==> src/rtl/udp_tx_pkg.sv <==
// Shared UDP TX types (NoC header, metadata, UDP header, tracker stats) and
// the payload length helpers used by the NoC-to-stream front end.
package udp_tx_pkg;

  localparam int UDP_HDR_BYTES = 8;
  localparam int MSG_LEN_W     = 8;

  typedef struct packed {
    logic [15:0] packet_id;
    logic [63:0] timestamp;
  } tracker_stats_struct;

  // Occupies the low bits of the NoC header flit
  typedef struct packed {
    logic [15:0]          dst_id;
    logic [15:0]          src_id;
    logic [7:0]           msg_type;
    logic [MSG_LEN_W-1:0] msg_len;
    tracker_stats_struct  stats;
  } beehive_noc_hdr_flit;

  // Occupies the low bits of the metadata flit
  typedef struct packed {
    logic [31:0] src_ip;
    logic [31:0] dst_ip;
    logic [15:0] src_port;
    logic [15:0] dst_port;
    logic [15:0] data_length;
  } udp_tx_metadata_flit;

  typedef struct packed {
    logic [15:0] src_port;
    logic [15:0] dst_port;
    logic [15:0] length;
    logic [15:0] chksum;
  } udp_pkt_hdr;

  typedef enum logic [2:0] {
    ST_HDR,
    ST_META,
    ST_HDR_OUT,
    ST_DATA,
    ST_DRAIN
  } tx_state_e;

  // Number of payload flits needed to carry len bytes, 2**bytes_w bytes per flit
  function automatic logic [15:0] exp_flits(input logic [15:0] len, input int bytes_w);
    logic [16:0] sum;
    sum = {1'b0, len} + 17'((1 << bytes_w) - 1);
    return 16'(sum >> bytes_w);
  endfunction

endpackage

==> src/rtl/udp_tx_noc_in_param_ctrl.sv <==
// Packet sequencing FSM for the NoC-to-UDP-stream front end; datapath
// registers and length arithmetic live in the parent.
//
// state    | meaning
// HDR      | waiting for the NoC header flit
// META     | waiting for the UDP metadata flit, length check on accept
// HDR_OUT  | presenting the UDP header until accepted
// DATA     | payload flits pass straight through to the stream
// DRAIN    | length mismatch: discard the rest of the message
module udp_tx_noc_in_param_ctrl
  import udp_tx_pkg::*;
(
  input  logic      clk,
  input  logic      rst_n,
  input  logic      noc_in_val,
  input  logic      hdr_out_rdy,
  input  logic      data_out_rdy,
  input  logic      rem_zero,
  input  logic      rem_one,
  input  logic      len_ok,
  input  logic      dec_zero,
  output tx_state_e state,
  output logic      noc_in_rdy,
  output logic      hdr_out_val,
  output logic      data_out_val,
  output logic      ld_hdr,
  output logic      ld_meta,
  output logic      dec_rem
);

  tx_state_e nxt;
  logic      rst_done;

  // Keeps noc_in_rdy low until the first edge after reset release
  always_ff @(posedge clk or negedge rst_n) begin
    if (!rst_n) rst_done <= 1'b0;
    else        rst_done <= 1'b1;
  end

  always_ff @(posedge clk or negedge rst_n) begin
    if (!rst_n) state <= ST_HDR;
    else        state <= nxt;
  end

  always_comb begin
    nxt          = state;
    noc_in_rdy   = 1'b0;
    hdr_out_val  = 1'b0;
    data_out_val = 1'b0;
    ld_hdr       = 1'b0;
    ld_meta      = 1'b0;
    dec_rem      = 1'b0;
    case (state)
      ST_HDR: begin
        noc_in_rdy = rst_done;
        if (noc_in_val && rst_done) begin
          ld_hdr = 1'b1;
          nxt    = ST_META;
        end
      end
      ST_META: begin
        noc_in_rdy = 1'b1;
        if (noc_in_val) begin
          ld_meta = 1'b1;
          dec_rem = 1'b1;
          if (!len_ok) nxt = dec_zero ? ST_HDR : ST_DRAIN;
          else         nxt = ST_HDR_OUT;
        end
      end
      ST_HDR_OUT: begin
        hdr_out_val = 1'b1;
        if (hdr_out_rdy) nxt = rem_zero ? ST_HDR : ST_DATA;
      end
      ST_DATA: begin
        data_out_val = noc_in_val;
        noc_in_rdy   = data_out_rdy;
        if (noc_in_val && data_out_rdy) begin
          dec_rem = 1'b1;
          if (rem_one) nxt = ST_HDR;
        end
      end
      ST_DRAIN: begin
        noc_in_rdy = 1'b1;
        if (noc_in_val) begin
          dec_rem = 1'b1;
          if (rem_one) nxt = ST_HDR;
        end
      end
      default: nxt = ST_HDR;
    endcase
  end

endmodule

==> src/rtl/udp_tx_noc_in_param.sv <==
// NoC flits (header, metadata, payload) to UDP header + payload stream.
// Optional UDP_TX_NOC_IN_TIMESTAMP_EN forwards the header flit tracker stats.
module udp_tx_noc_in_param
  import udp_tx_pkg::*;
#(
  parameter int DATA_W = 512
) (
  input  logic                clk,
  input  logic                rst_n,
  input  logic                noc_in_val,
  input  logic [DATA_W-1:0]   noc_in_data,
  output logic                noc_in_rdy,
  output logic                hdr_out_val,
  input  logic                hdr_out_rdy,
  output logic [31:0]         hdr_out_src_ip,
  output logic [31:0]         hdr_out_dst_ip,
  output udp_pkt_hdr          hdr_out_udp_hdr,
  output tracker_stats_struct hdr_out_timestamp,
  output logic                data_out_val,
  input  logic                data_out_rdy,
  output logic [DATA_W-1:0]   data_out_data,
  output logic                data_out_last,
  output logic [$clog2(DATA_W/8):0] data_out_padbytes,
  output logic                len_err
);

  localparam int DATA_BYTES = DATA_W / 8;
  localparam int BYTES_W    = $clog2(DATA_BYTES);
  localparam int PAD_W      = BYTES_W + 1;
  localparam int HDR_FLIT_W = $bits(beehive_noc_hdr_flit);
  localparam int META_W     = $bits(udp_tx_metadata_flit);

  tx_state_e            state;
  beehive_noc_hdr_flit  hdr_in;
  udp_tx_metadata_flit  meta_in;
  logic [MSG_LEN_W-1:0] remaining, rem_dec;
  logic [15:0]          exp_len;
  logic                 len_ok, ld_hdr, ld_meta, dec_rem, rem_one;
  logic [BYTES_W-1:0]   pad_lsb_r;
  logic                 len_err_r;
  logic [31:0]          src_ip_r, dst_ip_r;
  udp_pkt_hdr           udp_hdr_r;
  logic                 unused_hdr_bits;

  assign hdr_in  = noc_in_data[HDR_FLIT_W-1:0];
  assign meta_in = noc_in_data[META_W-1:0];

  assign rem_dec = (remaining == '0) ? '0 : remaining - MSG_LEN_W'(1);
  assign rem_one = (remaining == MSG_LEN_W'(1));
  assign exp_len = exp_flits(meta_in.data_length, BYTES_W);
  assign len_ok  = (exp_len == 16'(rem_dec));

  udp_tx_noc_in_param_ctrl u_ctrl (
    .clk          (clk),
    .rst_n        (rst_n),
    .noc_in_val   (noc_in_val),
    .hdr_out_rdy  (hdr_out_rdy),
    .data_out_rdy (data_out_rdy),
    .rem_zero     (remaining == '0),
    .rem_one      (rem_one),
    .len_ok       (len_ok),
    .dec_zero     (rem_dec == '0),
    .state        (state),
    .noc_in_rdy   (noc_in_rdy),
    .hdr_out_val  (hdr_out_val),
    .data_out_val (data_out_val),
    .ld_hdr       (ld_hdr),
    .ld_meta      (ld_meta),
    .dec_rem      (dec_rem)
  );

  always_ff @(posedge clk or negedge rst_n) begin
    if (!rst_n) begin
      remaining <= '0;
      len_err_r <= 1'b0;
      src_ip_r  <= '0;
      dst_ip_r  <= '0;
      udp_hdr_r <= '0;
      pad_lsb_r <= '0;
    end else begin
      len_err_r <= ld_meta & ~len_ok;
      if (ld_hdr)       remaining <= hdr_in.msg_len;
      else if (dec_rem) remaining <= rem_dec;
      if (ld_meta) begin
        src_ip_r  <= meta_in.src_ip;
        dst_ip_r  <= meta_in.dst_ip;
        udp_hdr_r <= '{src_port: meta_in.src_port,
                       dst_port: meta_in.dst_port,
                       length:   meta_in.data_length + 16'(UDP_HDR_BYTES),
                       chksum:   16'h0};
        pad_lsb_r <= meta_in.data_length[BYTES_W-1:0];
      end
    end
  end

`ifdef UDP_TX_NOC_IN_TIMESTAMP_EN
  tracker_stats_struct stats_r;

  always_ff @(posedge clk or negedge rst_n) begin
    if (!rst_n)      stats_r <= '0;
    else if (ld_hdr) stats_r <= hdr_in.stats;
  end

  assign hdr_out_timestamp = stats_r;
  assign unused_hdr_bits   = ^{hdr_in.dst_id, hdr_in.src_id, hdr_in.msg_type};
`else
  assign hdr_out_timestamp = '0;
  assign unused_hdr_bits   = ^{hdr_in.dst_id, hdr_in.src_id, hdr_in.msg_type, hdr_in.stats};
`endif

  assign hdr_out_src_ip  = src_ip_r;
  assign hdr_out_dst_ip  = dst_ip_r;
  assign hdr_out_udp_hdr = udp_hdr_r;
  assign len_err         = len_err_r;

  assign data_out_data     = (state == ST_DATA) ? noc_in_data : '0;
  assign data_out_last     = (state == ST_DATA) && rem_one;
  assign data_out_padbytes = (data_out_last && pad_lsb_r != '0)
                             ? PAD_W'(DATA_BYTES) - PAD_W'(pad_lsb_r) : '0;

endmodule

==> config.mk <==
export PLATFORM = sky130hd
export DESIGN_NAME = udp_tx_noc_in_param
export DESIGN_NICKNAME = d
export VERILOG_FILES = /design/src/rtl/udp_tx_pkg.sv /design/src/rtl/udp_tx_noc_in_param_ctrl.sv /design/src/rtl/udp_tx_noc_in_param.sv
export SDC_FILE = /design/constraint.sdc
export NUM_CORES = 1
export LEC_CHECK = 0
export BUFFER_PORTS_ARGS = -buffer_cell sky130_fd_sc_hd__buf_2
export CORE_AREA = 2 2 493 495
export CTS_CLUSTER_DIAMETER = 40
export DETAILED_ROUTE_END_ITERATION = 10
export DIE_AREA = 0 0 495 497
export PLACE_DENSITY = 0.32
export SYNTH_ARGS = -nofsm -noshare
export SYNTH_HDL_FRONTEND = slang
export SYNTH_SLANG_ARGS = --single-unit
==> constraint.sdc <==
create_clock -name clk -period 2.9 [get_ports clk]
set_input_delay 0.145 -clock clk [delete_from_list [all_inputs] [get_ports clk]]
set_output_delay 0.145 -clock clk [all_outputs]
set_load 0.05 [all_outputs]
==> run metrics <==
status=completed; drt via density=2.84; Core Util, Final=0.0935; Distinct cells, synth=44; syn avg cell area=7.20 sq um; R2R Setup Slk=0.13 ns; First-pass DRT Iterations=5; TritonCTS Sinks=128; Switching Share=0.592; Core Box Area=0.240 sq mm; initial core utilization=0.0428; max_slew headroom=0.378; min Tclk post-route=2.78 ns; antenna viol nets, final=0; combinational power share=0.613; Leak Pwr=13.1 nW; Arr. time, crit path=2.63 ns; main flop type after synthesis=dfrtp_1; clock tree from TritonCTS=built; Setup CP Type=reg2out; fraction of registers with async set/reset=1.00; layout cells sized above 1=0.476; CP max FO=3; worst-path cell chain=nor3_1, nand2_1, xnor2_1, nor2_1, buf_4; Post-Place Setup Slack=-0.0614 ns; total die area=0.246 sq mm; clk_skew=0.0262 ns; Post-Route WL=193000 um; FMAX=0.360 GHz; cell family with most CP delay=XOR/XNOR gates; P_sw=0.00824 W; die span in x=495 um; register bit count reported by yosys=128; Post-Syn Instances=1427; Int Pwr=0.00568 W; Post-route DRC=0; Crit. End Element=primary output; count of flip-flops with a built-in enable after synthesis=0; row count=180; CTS max path bufs=2; slowest cell delay on critical path=0.75 ns; Final period util=0.958; first-pass GRT wire length=228000 um; Post-Syn Area=0.0103 sq mm; Max-Cap Viols=0; final hold slack=0.0474 ns; Critical Path Start Type=flip-flop; CP max-delay cell=xnor2_1; # nets final=3126; Layout Cells excl Fill=5871; Tot GR Track Use=0.151; Clock Pin Slew Worst Setup and Hold Paths=0.07 ns; setup TNS=0 ns; global route total overflow=0; synthesis warning total=0; final setup vio count=0; Reg power frac=0.225; vias in the first global route=15.6k; initial DRC count=983; worst skew pair latency=0.54 ns; Final Max Tran Viols=0; initial antenna violation count=285; Final WS setup=0.121 ns; gp weighted congestion=0.942; Die Span Y=497 um; placed insts=5656; num ports=1249; I/O Buffers=1151; critical path required time=2.76 ns; hold crit path type=in2reg; WP buf/inv=1; Power per Cell Area=620 mW/mm^2; H-tree depth=4; Fin. Hold Viols=0; WL/cell=32.9 um; commonest non-fill, non-tap cell in the layout=buf_2; area overhead of the layout relative to synthesis=118%; total CTS buffers=17; largest net degree at the start of global routing=125; register area share after synthesis=0.312; Slew @ Worst Pin=0.926 ns; clock root cell=clkbuf_16; Max IR drop VDD=0.505 mV; Detail Placement HPWL=177000 um; most frequent cells in the layout=buf_2, and3_1, nand2_1, dfrtp_1, dlygate4sd3_1; unrepaired setup endpoints after global routing=no; clock network power share=0.162; DR vias=16.7k
[repair_timing]
| item | 4_1_cts | 5_1_grt |
|---|---|---|
| hold endpoints to repair | 165 | 0 |
| gates resized for setup | 6 | 10 |
| buffers inserted | 0 | 2 |
| setup endpoints to repair | 11 | 10 |
| hold buffers | 110 | 0 |
[cell families after synthesis]
family,count (synthesis),share of synthesized area
muxes,2,0.00195
buffers and inverters,261,0.133
DFF,128,0.312
and+or+nand+nor,936,0.481
other,2,0.000731
adders and majority gates,7,0.00852
xor gates and xnor gates,29,0.0290
AOI/OAI and AO/OA,62,0.0345
[layer usage]
metal | routed length [um] | track usage | up-vias
met3 | 23200 | 0.0810 | 406
met1 | 68700 | 0.156 | 7806
met5 | 720 | 0.00665 | -
li1 | - | - | 7061
met2 | 96700 | 0.273 | 1288
met4 | 3680 | 0.0189 | 110
[synthesized netlist by cell type (all sizes together) (4+ instances only)]
cell,instances,area [sq um]
xor2,11,96.3
nand3,10,50.1
ha,7,87.6
o21ai,29,145
clkbuf,149,559
and3,515,3220
dfrtp,128,3200
xnor2,15,131
and2,4,25.0
nand2,336,1260
nor2,33,124
buf,101,762
nor3b,6,45.0
nor3,10,55.1
inv,11,41.3
nor4,5,31.3
a21oi,19,95.1
a211oi,4,30.0
[worst register-to-register path, cell delays in order (launching register included)]
cell      delay (ns)
dfrtp_2         0.41
inv_1           0.07
ha_1            0.21
nor3b_2         0.18
or4_4           0.51
a311oi_4        0.24
xnor2_1         0.11
or4b_1          0.58
nor3_4          0.24
o21ai_0         0.11
[registers in the layout, summed over array words and instances (netlist names)]
name,cells
hdr_out_udp_hdr,45
len_err,1
u_ctrl.rst_done,1
hdr_out_dst_ip,32
pad_lsb_r,6
hdr_out_src_ip,32
u_ctrl.state,3
remaining,8
[final timing paths]
kind | depth (start not counted) | from | to
hold / removal | 3 | noc_in_data[0] | pad_lsb_r[0]
setup reg to reg | 9 | remaining[0] | u_ctrl.state[2]
setup / recovery | 5 | pad_lsb_r[0] | data_out_padbytes[5]
min in group asynchronous | 2 | rst_n | remaining[3]
max in group asynchronous | 3 | rst_n | hdr_out_udp_hdr[28]
hold reg to reg | 2 | hdr_out_udp_hdr[50] | hdr_out_udp_hdr[50]
[power groups by stage]
| stage | registers, W | logic (W) | clock network [W] |
|---|---|---|---|
| CTS | 0.00313 | 0.00863 | 0.00239 |
| global route | 0.00325 | 0.00912 | 0.00242 |
| detailed placement | 0.00315 | 0.00839 | 0 |
| global placement | 0.00314 | 0.00843 | 0 |
| finish | 0.00314 | 0.00853 | 0.00225 |
| floorplan | 0.00554 | 0.00278 | 0 |
[area by class of cell]
cell class,instances,area [sq um]
fillers,28443,218000
repair buffers,1310,8360
multi-input cells,1134,6140
well taps,3185,3990
flip-flops and latches,128,3210
clock buffers,18,429
diodes,71,178
clock inverters,14,106
inverters,11,41.3
[through the flow]
stage               instance area, sq um  total power (W)
global placement                   20500           0.0116
global route                       22300           0.0148
floorplan                          10600          0.00833
finish                             22400           0.0139
detailed placement                 20500           0.0115
CTS                                22200           0.0141
Note: power is estimated with default switching activity, not from simulation.
